===== src/rtl/im_pkg.sv =====
// Shared definitions for the instruction-memory fetch controller:
// FSM state encoding, IM geometry, reset PC and the jump-target helper.
package im_pkg;

  localparam int          IM_DEPTH    = 32;
  localparam int          IM_ADDR_W   = 5;
  localparam logic [31:0] IM_RESET_PC = 32'h0000_0000;

  typedef enum logic [1:0] {
    IDLE = 2'd0,
    LOAD = 2'd1,
    RUN  = 2'd2,
    HALT = 2'd3
  } im_state_t;

  // Jump target: top nibble of PC+4, 26-bit word field, word aligned.
  function automatic logic [31:0] jump_align(input logic [31:0] pc_plus4,
                                             input logic [25:0] addr26);
    return {pc_plus4[31:28], addr26, 2'b00};
  endfunction

endpackage


===== src/rtl/im_next_pc.sv =====
// Combinational next-PC selection for the fetch controller.
// Priority: stall (hold) > jump > branch > sequential PC+4.
// The result is always word aligned.
module im_next_pc (
  input  logic [31:0] pc,
  input  logic        stall,
  input  logic        jmp_taken,
  input  logic [25:0] addr26,
  input  logic        br_taken,
  input  logic [31:0] br_target,
  output logic [31:0] next_pc
);
  import im_pkg::*;

  logic [31:0] pc_plus4;

  assign pc_plus4 = pc + 32'd4;

  // Pick the redirect source by priority; low two bits forced to zero.
  always_comb begin
    next_pc = {pc_plus4[31:2], 2'b00};
    if (stall) begin
      next_pc = {pc[31:2], 2'b00};
    end else if (jmp_taken) begin
      next_pc = jump_align(pc_plus4, addr26);
    end else if (br_taken) begin
      next_pc = {br_target[31:2], 2'b00};
    end
  end

endmodule


===== src/rtl/im_fetch_ctrl.sv =====
// Instruction-memory sequencer: owns the PC and shares the single IM port
// between the boot-time word loader and instruction fetch.
// Optional feature macro: IM_FETCH_BOUNDS_CHECK_EN -- when defined, a fetch
// whose word index leaves the IM halts the core with Fault=1; otherwise the
// IM index simply wraps and Fault stays 0.
//
// Overlong bursts: once the DEPTH-th word is taken without LdLast, LdReady
// drops for one cycle, then the remaining words of the burst are accepted
// and discarded (no IM write) until LdLast is seen or LdValid goes low, so
// a loader that keeps streaming cannot overwrite the image it just built.
module im_fetch_ctrl import im_pkg::*; #(
  parameter int          DEPTH    = IM_DEPTH,
  parameter int          ADDR_W   = IM_ADDR_W,
  parameter logic [31:0] RESET_PC = IM_RESET_PC
) (
  input  logic              Clk,
  input  logic              Rst,
  input  logic              LdValid,
  output logic              LdReady,
  input  logic [31:0]       LdData,
  input  logic              LdLast,
  input  logic              Start,
  input  logic              Stall,
  input  logic              BrTaken,
  input  logic [31:0]       BrTarget,
  input  logic              JmpTaken,
  input  logic [25:0]       Addr26,
  input  logic              HaltReq,
  output logic [31:0]       PC,
  output logic [ADDR_W-1:0] ImAddr,
  output logic              ImWe,
  output logic [31:0]       ImWData,
  output logic              InstValid,
  output logic              Loaded,
  output logic              Halted,
  output logic              Fault
);

  im_state_t         state_reg;
  logic [31:0]       pc_reg;
  logic [ADDR_W-1:0] ptr_reg;
  logic              loaded_reg;
  logic              halted_reg;
  logic              cool_reg;   // one-cycle LdReady gap after truncation
  logic              drain_reg;  // discarding the tail of an overlong burst

  logic [31:0]       next_pc;
  logic              ld_ready;
  logic              accept;
  logic              im_we;
  logic              last_word;

  im_next_pc u_next_pc (
    .pc        (pc_reg),
    .stall     (Stall),
    .jmp_taken (JmpTaken),
    .addr26    (Addr26),
    .br_taken  (BrTaken),
    .br_target (BrTarget),
    .next_pc   (next_pc)
  );

  assign ld_ready  = ((state_reg == IDLE) || (state_reg == LOAD)) && !cool_reg;
  assign accept    = LdValid && ld_ready;
  assign im_we     = accept && !drain_reg;
  assign last_word = LdLast || (ptr_reg == ADDR_W'(DEPTH - 1));

`ifdef IM_FETCH_BOUNDS_CHECK_EN
  logic fault_reg;
  logic oob;

  assign oob   = |next_pc[31:ADDR_W+2];
  assign Fault = fault_reg;
`else
  assign Fault = 1'b0;
`endif

  // Load FSM, load pointer, PC and status flags.
  always_ff @(posedge Clk) begin
    if (Rst) begin
      state_reg  <= IDLE;
      pc_reg     <= RESET_PC;
      ptr_reg    <= '0;
      loaded_reg <= 1'b0;
      halted_reg <= 1'b0;
      cool_reg   <= 1'b0;
      drain_reg  <= 1'b0;
`ifdef IM_FETCH_BOUNDS_CHECK_EN
      fault_reg  <= 1'b0;
`endif
    end else begin
      cool_reg <= 1'b0;
      case (state_reg)
        IDLE, LOAD: begin
          if (im_we) begin
            if (last_word) begin
              state_reg  <= IDLE;
              loaded_reg <= 1'b1;
              ptr_reg    <= '0;
              if (!LdLast) begin
                cool_reg  <= 1'b1;
                drain_reg <= 1'b1;
              end
            end else begin
              state_reg  <= LOAD;
              loaded_reg <= 1'b0;
              ptr_reg    <= ptr_reg + ADDR_W'(1);
            end
          end else if (accept) begin
            // Tail word of a truncated burst: swallow it.
            if (LdLast) begin
              drain_reg <= 1'b0;
            end
          end else if (state_reg == IDLE) begin
            if (!cool_reg) begin
              drain_reg <= 1'b0;
            end
            if (Start && loaded_reg) begin
              state_reg <= RUN;
              pc_reg    <= RESET_PC;
              drain_reg <= 1'b0;
            end
          end
        end
        RUN: begin
          if (HaltReq) begin
            state_reg  <= HALT;
            halted_reg <= 1'b1;
`ifdef IM_FETCH_BOUNDS_CHECK_EN
          end else if (oob) begin
            state_reg  <= HALT;
            halted_reg <= 1'b1;
            fault_reg  <= 1'b1;
            pc_reg     <= next_pc;
`endif
          end else begin
            pc_reg <= next_pc;
          end
        end
        default: begin
          // HALT: frozen until reset.
        end
      endcase
    end
  end

  assign LdReady   = ld_ready;
  assign ImWe      = im_we;
  assign ImWData   = LdData;
  assign ImAddr    = ((state_reg == LOAD) || im_we) ? ptr_reg : pc_reg[ADDR_W+1:2];
  assign PC        = pc_reg;
  assign InstValid = (state_reg == RUN);
  assign Loaded    = loaded_reg;
  assign Halted    = halted_reg;

endmodule


===== config.mk =====
export PLATFORM = sky130hd
export DESIGN_NAME = im_fetch_ctrl
export DESIGN_NICKNAME = d
export VERILOG_FILES = /design/src/rtl/im_pkg.sv /design/src/rtl/im_next_pc.sv /design/src/rtl/im_fetch_ctrl.sv
export SDC_FILE = /design/constraint.sdc
export NUM_CORES = 1
export LEC_CHECK = 0
export CORE_MARGIN = 2
export CORE_UTILIZATION = 40
export DETAILED_ROUTE_END_ITERATION = 7
export PLACE_DENSITY = 0.91
export REMOVE_ABC_BUFFERS = 1
export SKIP_CTS_REPAIR_TIMING = 1
export SYNTH_ARGS = -nofsm -noshare
export SYNTH_HDL_FRONTEND = slang
export SYNTH_SLANG_ARGS = --single-unit

===== constraint.sdc =====
create_clock -name Clk -period 3.6 [get_ports Clk]
set_input_delay 0.72 -clock Clk [delete_from_list [all_inputs] [get_ports Clk]]
set_output_delay 0.72 -clock Clk [all_outputs]
set_load 0.01 [all_outputs]

# --- Word level (Yosys, flattened, before mapping) ---
# Cells that the tools add are included.
totals:
  input_bits: 99
  register_bits: 43
classes:
  bitwise_logic: 3
  n_addsub: 2
  eq_ne: 17
  n_reduce_logical: 20
  n_mux: 28
op_table:
  columns: ["operator", "n"]
  rows:
  - ["32-bit two-way mux", 8]
  - ["32-bit case mux with 2 select lines", 1]
  - ["32-bit by 3-bit adder with 32-bit output (second input constant)", 1]
  - ["2-bit != test (second input constant)", 8]
  - ["6-bit AND reduction", 2]
  - ["1-bit two-way mux", 11]
  - ["2-bit two-way mux", 5]
  - ["5-bit two-way mux", 2]
  - ["3-bit != test (second input constant)", 3]
  - ["7-bit AND reduction", 1]
  - ["5-bit by 1-bit adder with 5-bit output (second input constant)", 1]
  - ["5-bit == test (second input constant)", 1]
  - ["5-bit AND reduction", 1]
  - ["1-bit logical AND", 4]
  - ["4-bit by 1-bit != test with 1-bit output (second input constant)", 1]
  - ["2-bit case mux with 2 select lines", 1]
  - ["2-bit AND reduction", 2]
  - ["4-bit OR reduction", 1]
  - ["1-bit logical OR", 3]
  - ["3-bit by 2-bit != test with 1-bit output (second input constant)", 1]
  - ["1-bit NOT", 3]
  - ["3-bit nonzero test", 1]
  - ["2-bit by 1-bit == test with 1-bit output (second input constant)", 1]
  - ["2-bit == test (second input constant)", 1]
  - ["5 further kinds", 6]

# --- Logic depth before layout (Yosys ltp) ---
# Gate-level depths: netlist of the first run.
depth:
  ltp_word: 7
  ltp_mapped: 8

# --- Modules after synthesis ---
# Synthesis of the first run repeated with hierarchy kept, for this count alone.
hier_totals:
  cells_unflattened: 521
  area_unflattened_um2: 4125.2
modules_own_cells:
  columns: ["module", "n_inst", "cells_per_inst", "area_per_inst_um2", "seq_area_each_um2"]
  rows:
  - ["im_fetch_ctrl", 1, 248, 2396.0, 860.8]
  - ["im_next_pc", 1, 273, 1729.2, 0.0]

# --- Least setup slack after synthesis of the first run ---
# Ideal clock, no wire load.
synth_path:
  kind: "in2out"
  from: "input port LdValid"
  to: "output port ImAddr[0]"
  setup_slack_ps: 1005
  path_stages: 5
  t_arrival_ps: 1875
  n_path_buf: 0
  path_cell_list: "nor2b_1 > nand2_1 > inv_2 > a21oi_1 > mux2_2"
synth_between:
  elab_chain_cells: 4
synth_lines:
  columns: ["item", "line_no", "text"]
  rows:
  - ["start: declaration", "im_fetch_ctrl.sv:18", "input logic LdValid,"]
  - ["1-bit logical AND", "im_fetch_ctrl.sv:64", "assign accept = LdValid && ld_ready;"]
  - ["1-bit logical AND", "im_fetch_ctrl.sv:65", "assign im_we = accept && !drain_reg;"]
  - ["named net ImWe", "im_fetch_ctrl.sv:31", "output logic ImWe,"]
  - ["1-bit logical OR", "im_fetch_ctrl.sv:150", "assign ImAddr = ((state_reg == LOAD) || im_we) ? ptr_reg : pc_reg[ADDR_W+1:2];"]
  - ["5-bit two-way mux", "im_fetch_ctrl.sv:150", null]
  - ["end: declaration", "im_fetch_ctrl.sv:30", "output logic [ADDR_W-1:0] ImAddr,"]
# The timed path passes the listed nets, and every way through them passes these cells.

# --- Worst setup path in the final report of the first run ---
layout_path:
  from: "input port LdValid"
  to: "output port ImAddr[2]"
layout_between:
  elab_chain_cells: 4
layout_lines:
  columns: ["item", "line_no"]
  rows:
  - ["1-bit logical AND", "im_fetch_ctrl.sv:64"]
  - ["1-bit logical AND", "im_fetch_ctrl.sv:65"]
  - ["1-bit logical OR", "im_fetch_ctrl.sv:150"]
  - ["5-bit two-way mux", "im_fetch_ctrl.sv:150"]
# No other way between the ends.

==> results.sh, run 1 <==
export IMPL_clock_path_buffers=2
export IMPL_maxCapViolations=0
export IMPL_clockRootBuffer="clkbuf_8"
export IMPL_worst_slack_ps=191
export IMPL_clock_sinks=41
export IMPL_antenna_found_initial=0
export IMPL_cp_cell_sequence="clkdlybuf4s50_1, nor2b_1, nand2_1, inv_2, a21oi_1, buf_4, mux2_2, clkdlybuf4s50_1"
export IMPL_slowest_stage="clkdlybuf4s50_1"
export IMPL_fmax_mhz=293
export IMPL_rows=31
export IMPL_dr_pass1_iters=5
export IMPL_ios=174
export IMPL_final_core_util_pct=55.5
export IMPL_nNetsFinal=569
export IMPL_ir_worst_vdd_mv=0.152
export IMPL_cts_tree="done"
export IMPL_path_common_cell="clkdlybuf4s50_1"
export IMPL_hold_path_class="flip-flop to flip-flop"
export IMPL_synth_cell_type_count=59
export IMPL_start_util_pct=41.7
export IMPL_relSlewSlack_pct=45.5
export IMPL_fin_skew_ps=12.8
export IMPL_synth_ff_type="dfxtp_1"
export IMPL_cts_buffers=5
export IMPL_die_y_um=91.2
export IMPL_crit_family="buffers and inverters"
export IMPL_multi_input_area_sq_um=1830
export IMPL_ys_warn_count=0
export IMPL_crit_required_ps=2880
export IMPL_synth_top_area_share_pct=27.0
export IMPL_grt_pass1_wl_um=17500
export IMPL_cpPeakStageDelay_ps=490
export IMPL_synth_area_sq_um=3040
export IMPL_tns_ps=0
export IMPL_critical_path_buf_inv_count=4
export IMPL_num_vias=3503
export IMPL_ant_nets=0
export IMPL_seq_area_sq_um=821
export IMPL_synthCells=403
export IMPL_cp_max_fo=8
export IMPL_core_area_sq_um=7290
export IMPL_wl_per_cell_um=19.9
export IMPL_clk_pin_slew_ps=90
export IMPL_synth_edf_count=0
export IMPL_final_cells=567
export IMPL_hold_viol_final=0
export IMPL_worstMarginPinSlew_ps=815
export IMPL_powerDensity_nw_per_um2=260
export IMPL_gp_congestion=0.949
export IMPL_synth_most_common_cell="dfxtp_1"
export IMPL_drive_above_1_share_pct=7.05
export IMPL_synth_seq_area_share_pct=27.0
export IMPL_drt_wl_total_um=11300
export IMPL_numPortBuffers=104
export IMPL_synth_top_area_cell="dfxtp_1"
export IMPL_rsz0062_at_grt="false"
export IMPL_htree_levels=2
export IMPL_placed_cells=559
export IMPL_die_x_um=91.2
export IMPL_viasPerCell=6.18
export IMPL_grtUsageTotal_pct=26.2
export IMPL_path_class="primary input to primary output"
export IMPL_grt_max_degree=24
export IMPL_grt_pass1_vias=3320
export IMPL_syn_to_final_growth_pct=32.9
export IMPL_hpwl_um=8340
export IMPL_grt_overflow=0
export IMPL_netlist_top_cells_area="dfxtp_1 (27%), buf_4 (8.6%), nor2_1 (4.6%)"
export IMPL_n_antenna_cell=0
export IMPL_cp_end_kind="primary output"
export IMPL_finalSetupViolCount=0
export IMPL_synth_common_cells="dfxtp_1 (41), nor2_1 (37), buf_4 (35), nand2_1 (28), a21oi_1 (24)"
export IMPL_async_reset_ff_share_pct=0
export IMPL_synth_seq_cells=41
export IMPL_drtIter0Drc=419
export IMPL_die_area_sq_um=8320
export IMPL_p_leak_nw=1.34
export IMPL_nFillCells=660
export IMPL_fin_crit_sh_pct=94.7
export IMPL_clk_latency_ps=310
export IMPL_start_kind="primary input"
export IMPL_drc=0
export IMPL_place_ws_ps=206
export IMPL_worstPathArrival_ps=2690
export IMPL_outcome="completed"
export IMPL_fin_crit_ps=3410
export IMPL_slew_violations=0
export IMPL_largest_register_ffs=30
export IMPL_syn_area_per_cell_sq_um=7.55
[stage by stage]
step	power [W]	cell area, sq um	hold WS [ps]
6_report	0.00105	4050	487
3_5_place_dp	0.000668	3930	476
5_1_grt	0.00108	4050	525
4_1_cts	0.00105	4050	490
2_1_floorplan	0.000541	2690	441
3_3_place_gp	0.000664	3930	457
[area by class of cell]
class | instances | share of cell area (%)
Sequential cell | 41 | 20.3
Multi-Input combinational cell | 294 | 45.3
Inverter | 12 | 1.11
Clock buffer | 5 | 1.70
Timing Repair Buffer | 113 | 27.4
Clock inverter | 3 | 1.14
Tap cell | 99 | 3.06
[path summary, 6_finish.rpt]
kind / start / endpoint / slack [ps] / depth (start not counted)
max reg2reg: PC[2] / PC[18] / 1320 / 6
min reg2reg: ptr_reg[4] / ptr_reg[4] / 490 / 2
max: LdValid / ImAddr[2] / 190 / 8
min: ptr_reg[4] / ptr_reg[4] / 490 / 2
[layout by cell type (no fill, tap or decap), drive strengths merged, types with 5 or more instances in the layout]
| cell type | n |
|---|---|
| nand4 | 10 |
| a22oi | 11 |
| o2bb2ai | 5 |
| dfxtp | 41 |
| nor2 | 38 |
| nand2 | 28 |
| clkdlybuf4s50 | 104 |
| inv | 12 |
| nor3 | 17 |
| nor4 | 6 |
| a31oi | 10 |
| buf | 9 |
| clkbuf | 5 |
| and3 | 8 |
| nand3 | 13 |
| o21ai | 24 |
| xnor2 | 7 |
| mux2 | 5 |
| a21oi | 24 |
| xor2 | 5 |
| o221ai | 6 |
| o22ai | 17 |
[worst reg2reg max path, stage by stage, from the launching register on]
cell	delay [ps]
dfxtp_1	490
ha_1	260
nand2_1	90
nor3_1	630
nand2_1	250
o31a_1	340
o22ai_1	140
[where the power goes]
group | internal [W] | switching (W)
clock | 0.000208 | 0.000184
combinational | 0.000105 | 0.0000904
sequential | 0.000458 | 0.00000802
[routing by layer]
metal | up-vias | global-route usage [%] | wire length [um]
met4 | 0 | 7.07 | 196
li1 | 1599 | - | -
met3 | 20 | 11.3 | 1600
met5 | - | 3.21 | 0
met2 | 267 | 38.5 | 4850
met1 | 1617 | 34.6 | 4610
[cells by family (layout without fill, tap and decap cells)]
| group | after synthesis | after routing | share of synthesized area, % |
|---|---|---|---|
| mux | 7 | 7 | 2.51 |
| compound gates | 127 | 127 | 27.9 |
| buf+inv | 70 | 133 | 13.3 |
| flops | 41 | 41 | 27.0 |
| xor+xnor | 12 | 12 | 3.45 |
| simple gates | 142 | 142 | 24.5 |
| other cells | 1 | 3 | 0.123 |
| fa+ha+maj | 3 | 3 | 1.23 |
Note: power is estimated with default switching activity, not from simulation.
==> run 2, diff against run 1 <==
--- a/config.mk
+++ b/config.mk
@@ -8,9 +8,11 @@
 export CORE_MARGIN = 2
 export CORE_UTILIZATION = 40
 export DETAILED_ROUTE_END_ITERATION = 7
+export MAX_ROUTING_LAYER = met4
 export PLACE_DENSITY = 0.91
 export REMOVE_ABC_BUFFERS = 1
 export SKIP_CTS_REPAIR_TIMING = 1
+export SKIP_LAST_GASP = 1
 export SYNTH_ARGS = -nofsm -noshare
 export SYNTH_HDL_FRONTEND = slang
 export SYNTH_SLANG_ARGS = --single-unit
==> run 2 against run 1 <==
  * Core utilization is 0.36 points lower
  * Critical endpoint unchanged
  * Highest routed layer unchanged
  * Wire length is 3.6% higher
  * Global-route usage is 1.7 points higher
==> results.sh, run 2 (synthesis gave the netlist of run 1 again) <==
export IMPL_outcome="completed"
export IMPL_hold_ws_ps=488
export IMPL_final_cell_mix="clkdlybuf4s50_1 (104), dfxtp_1 (41), nor2_1 (37)"
export IMPL_cts_tree="done"
export IMPL_final_common_cell="clkdlybuf4s50_1"
export IMPL_grt_max_degree=24
export IMPL_tns_ps=0
export IMPL_worstMarginPinSlew_ps=878
export IMPL_grt_pass1_vias=3316
export IMPL_core_area_sq_um=7290
export IMPL_nFillCells=687
export IMPL_drive_above_1_share_pct=7.05
export IMPL_clk_latency_ps=300
export IMPL_relSlewSlack_pct=41.4
export IMPL_grt_overflow=0
export IMPL_ant_nets=0
export IMPL_dr_pass1_iters=6
export IMPL_die_x_um=91.2
export IMPL_crit_family="buffers and inverters"
export IMPL_n_antenna_cell=0
export IMPL_fmax_mhz=289
export IMPL_antenna_found_initial=0
export IMPL_seq_area_sq_um=821
export IMPL_syn_to_final_growth_pct=32.0
export IMPL_p_leak_nw=1.34
export IMPL_multi_input_area_sq_um=1830
export IMPL_clock_sinks=41
export IMPL_grtUsageTotal_pct=27.9
export IMPL_numPortBuffers=104
export IMPL_slew_violations=0
export IMPL_total_power_w=0.000954
export IMPL_slowest_stage="clkdlybuf4s50_1"
export IMPL_cp_end_kind="primary output"
export IMPL_fin_crit_sh_pct=96.0
export IMPL_cp_cell_sequence="clkdlybuf4s50_1, nor2b_1, nand2_1, inv_2, a21oi_1, buf_4, mux2_2, clkdlybuf4s50_1"
export IMPL_intPower_w=0.000692
export IMPL_comb_power_share_pct=20.7
export IMPL_r2r_start="state_reg[1]"
export IMPL_die_y_um=91.2
export IMPL_cts_buffers=5
export IMPL_rsz0062_at_grt="false"
export IMPL_hold_path_class="flip-flop to flip-flop"
export IMPL_critical_path_buf_inv_count=4
export IMPL_grt_pass1_wl_um=17900
export IMPL_final_core_util_pct=55.1
export IMPL_ir_worst_vdd_mv=0.160
export IMPL_drt_wl_total_um=11700
export IMPL_seqPwrFrac_pct=48.9
export IMPL_rows=31
export IMPL_htree_levels=2
export IMPL_path_class="primary input to primary output"
export IMPL_path_common_cell="clkdlybuf4s50_1"
export IMPL_clk_pin_slew_ps=80
export IMPL_cpPeakStageDelay_ps=500
export IMPL_holdCritStartpoint="ptr_reg[4]"
export IMPL_ios=174
export IMPL_switchingPower_w=0.000262
export IMPL_clock_path_buffers=2
export IMPL_clockRootBuffer="clkbuf_8"
export IMPL_nNetsFinal=571
export IMPL_r2r_end="PC[19]"
export IMPL_sw_frac_of_total_pct=27.5
export IMPL_start_kind="primary input"
export IMPL_fin_crit_ps=3460
export IMPL_min_to="ptr_reg[4]"
export IMPL_finalSetupViolCount=0
export IMPL_reg2reg_depth=5
export IMPL_num_vias=3630
export IMPL_powerDensity_nw_per_um2=237
export IMPL_hold_viol_final=0
export IMPL_reg2reg_slack_ps=1320
export IMPL_gp_congestion=0.966
export IMPL_maxCapViolations=0
export IMPL_hpwl_um=8780
export IMPL_whs_path_depth=2
export IMPL_largest_register_ffs=30
export IMPL_clkPwrFrac_pct=30.4
export IMPL_fin_skew_ps=13.7
export IMPL_worst_slack_ps=143
export IMPL_wl_per_cell_um=20.6
export IMPL_crit_required_ps=2880
export IMPL_place_ws_ps=151
export IMPL_drc=0
export IMPL_cp_max_fo=8
export IMPL_die_area_sq_um=8320
export IMPL_start_util_pct=41.7
export IMPL_viasPerCell=6.40
export IMPL_worstPathArrival_ps=2740
export IMPL_drtIter0Drc=349
==> run 2: cell count changes in the layout (fill, tap and decap cells not counted) <==
| cell | change |
|---|---|
| clkinvlp_4 | -1 |
| buf_4 | +2 |
| clkinv_4 | -1 |
| bufinv_16 | -1 |
| clkinv_2 | +1 |
==> run 2: cell type report <==
| type | instances | area share, % |
|---|---|---|
| multi-input combinational | 294 | 45.6 |
| inverter | 12 | 1.12 |
| timing repair buffer | 115 | 28.0 |
| sequential | 41 | 20.4 |
| clock buffer | 5 | 1.71 |
| clock inverter | 1 | 0.125 |
| tap | 99 | 3.08 |
==> run 2: tightest hold or removal path, stage by stage (launching register included) <==
cell and delay, ps:
dfxtp_1 330, nand2_1 60, a21oi_1 50
==> run 2: worst max-delay path by stage <==
stage	from	end	slack, ps	depth (start not counted)
after detailed placement	LdValid	ImAddr[2]	150	8
after floorplan	HaltReq	PC[14]	900	5
after global routing	LdValid	ImAddr[0]	30	8
after global placement	LdValid	ImAddr[2]	250	8
after CTS	LdValid	ImAddr[2]	150	8
final	LdValid	ImAddr[2]	140	8
==> run 2: per-stage QoR <==
| stage | cells | area (sq um) |
|---|---|---|
| 2_1_floorplan | 347 | 2690 |
| 6_report | 567 | 4020 |
| 5_1_grt | 567 | 4020 |
| 3_3_place_gp | 561 | 3950 |
| 4_1_cts | 567 | 4020 |
| 3_5_place_dp | 561 | 3950 |
==> run 2: per-layer routing <==
| layer | GRT usage (%) | vias up | wire (um) |
|---|---|---|---|
| met4 | 7.70 | 0 | 258 |
| li1 | - | 1597 | - |
| met3 | 10.2 | 31 | 1800 |
| met5 | - | - | 0 |
| met1 | 35.9 | 1691 | 4500 |
| met2 | 41.2 | 311 | 5100 |
==> run 2: power by group through the flow <==
stage	Clock, W	Combinational [W]	Sequential (W)
global route	0.000313	0.000210	0.000467
floorplan	0	0.0000650	0.000476
detailed placement	0	0.000194	0.000477
CTS	0.000291	0.000194	0.000466
finish	0.000290	0.000197	0.000466
global placement	0	0.000190	0.000476
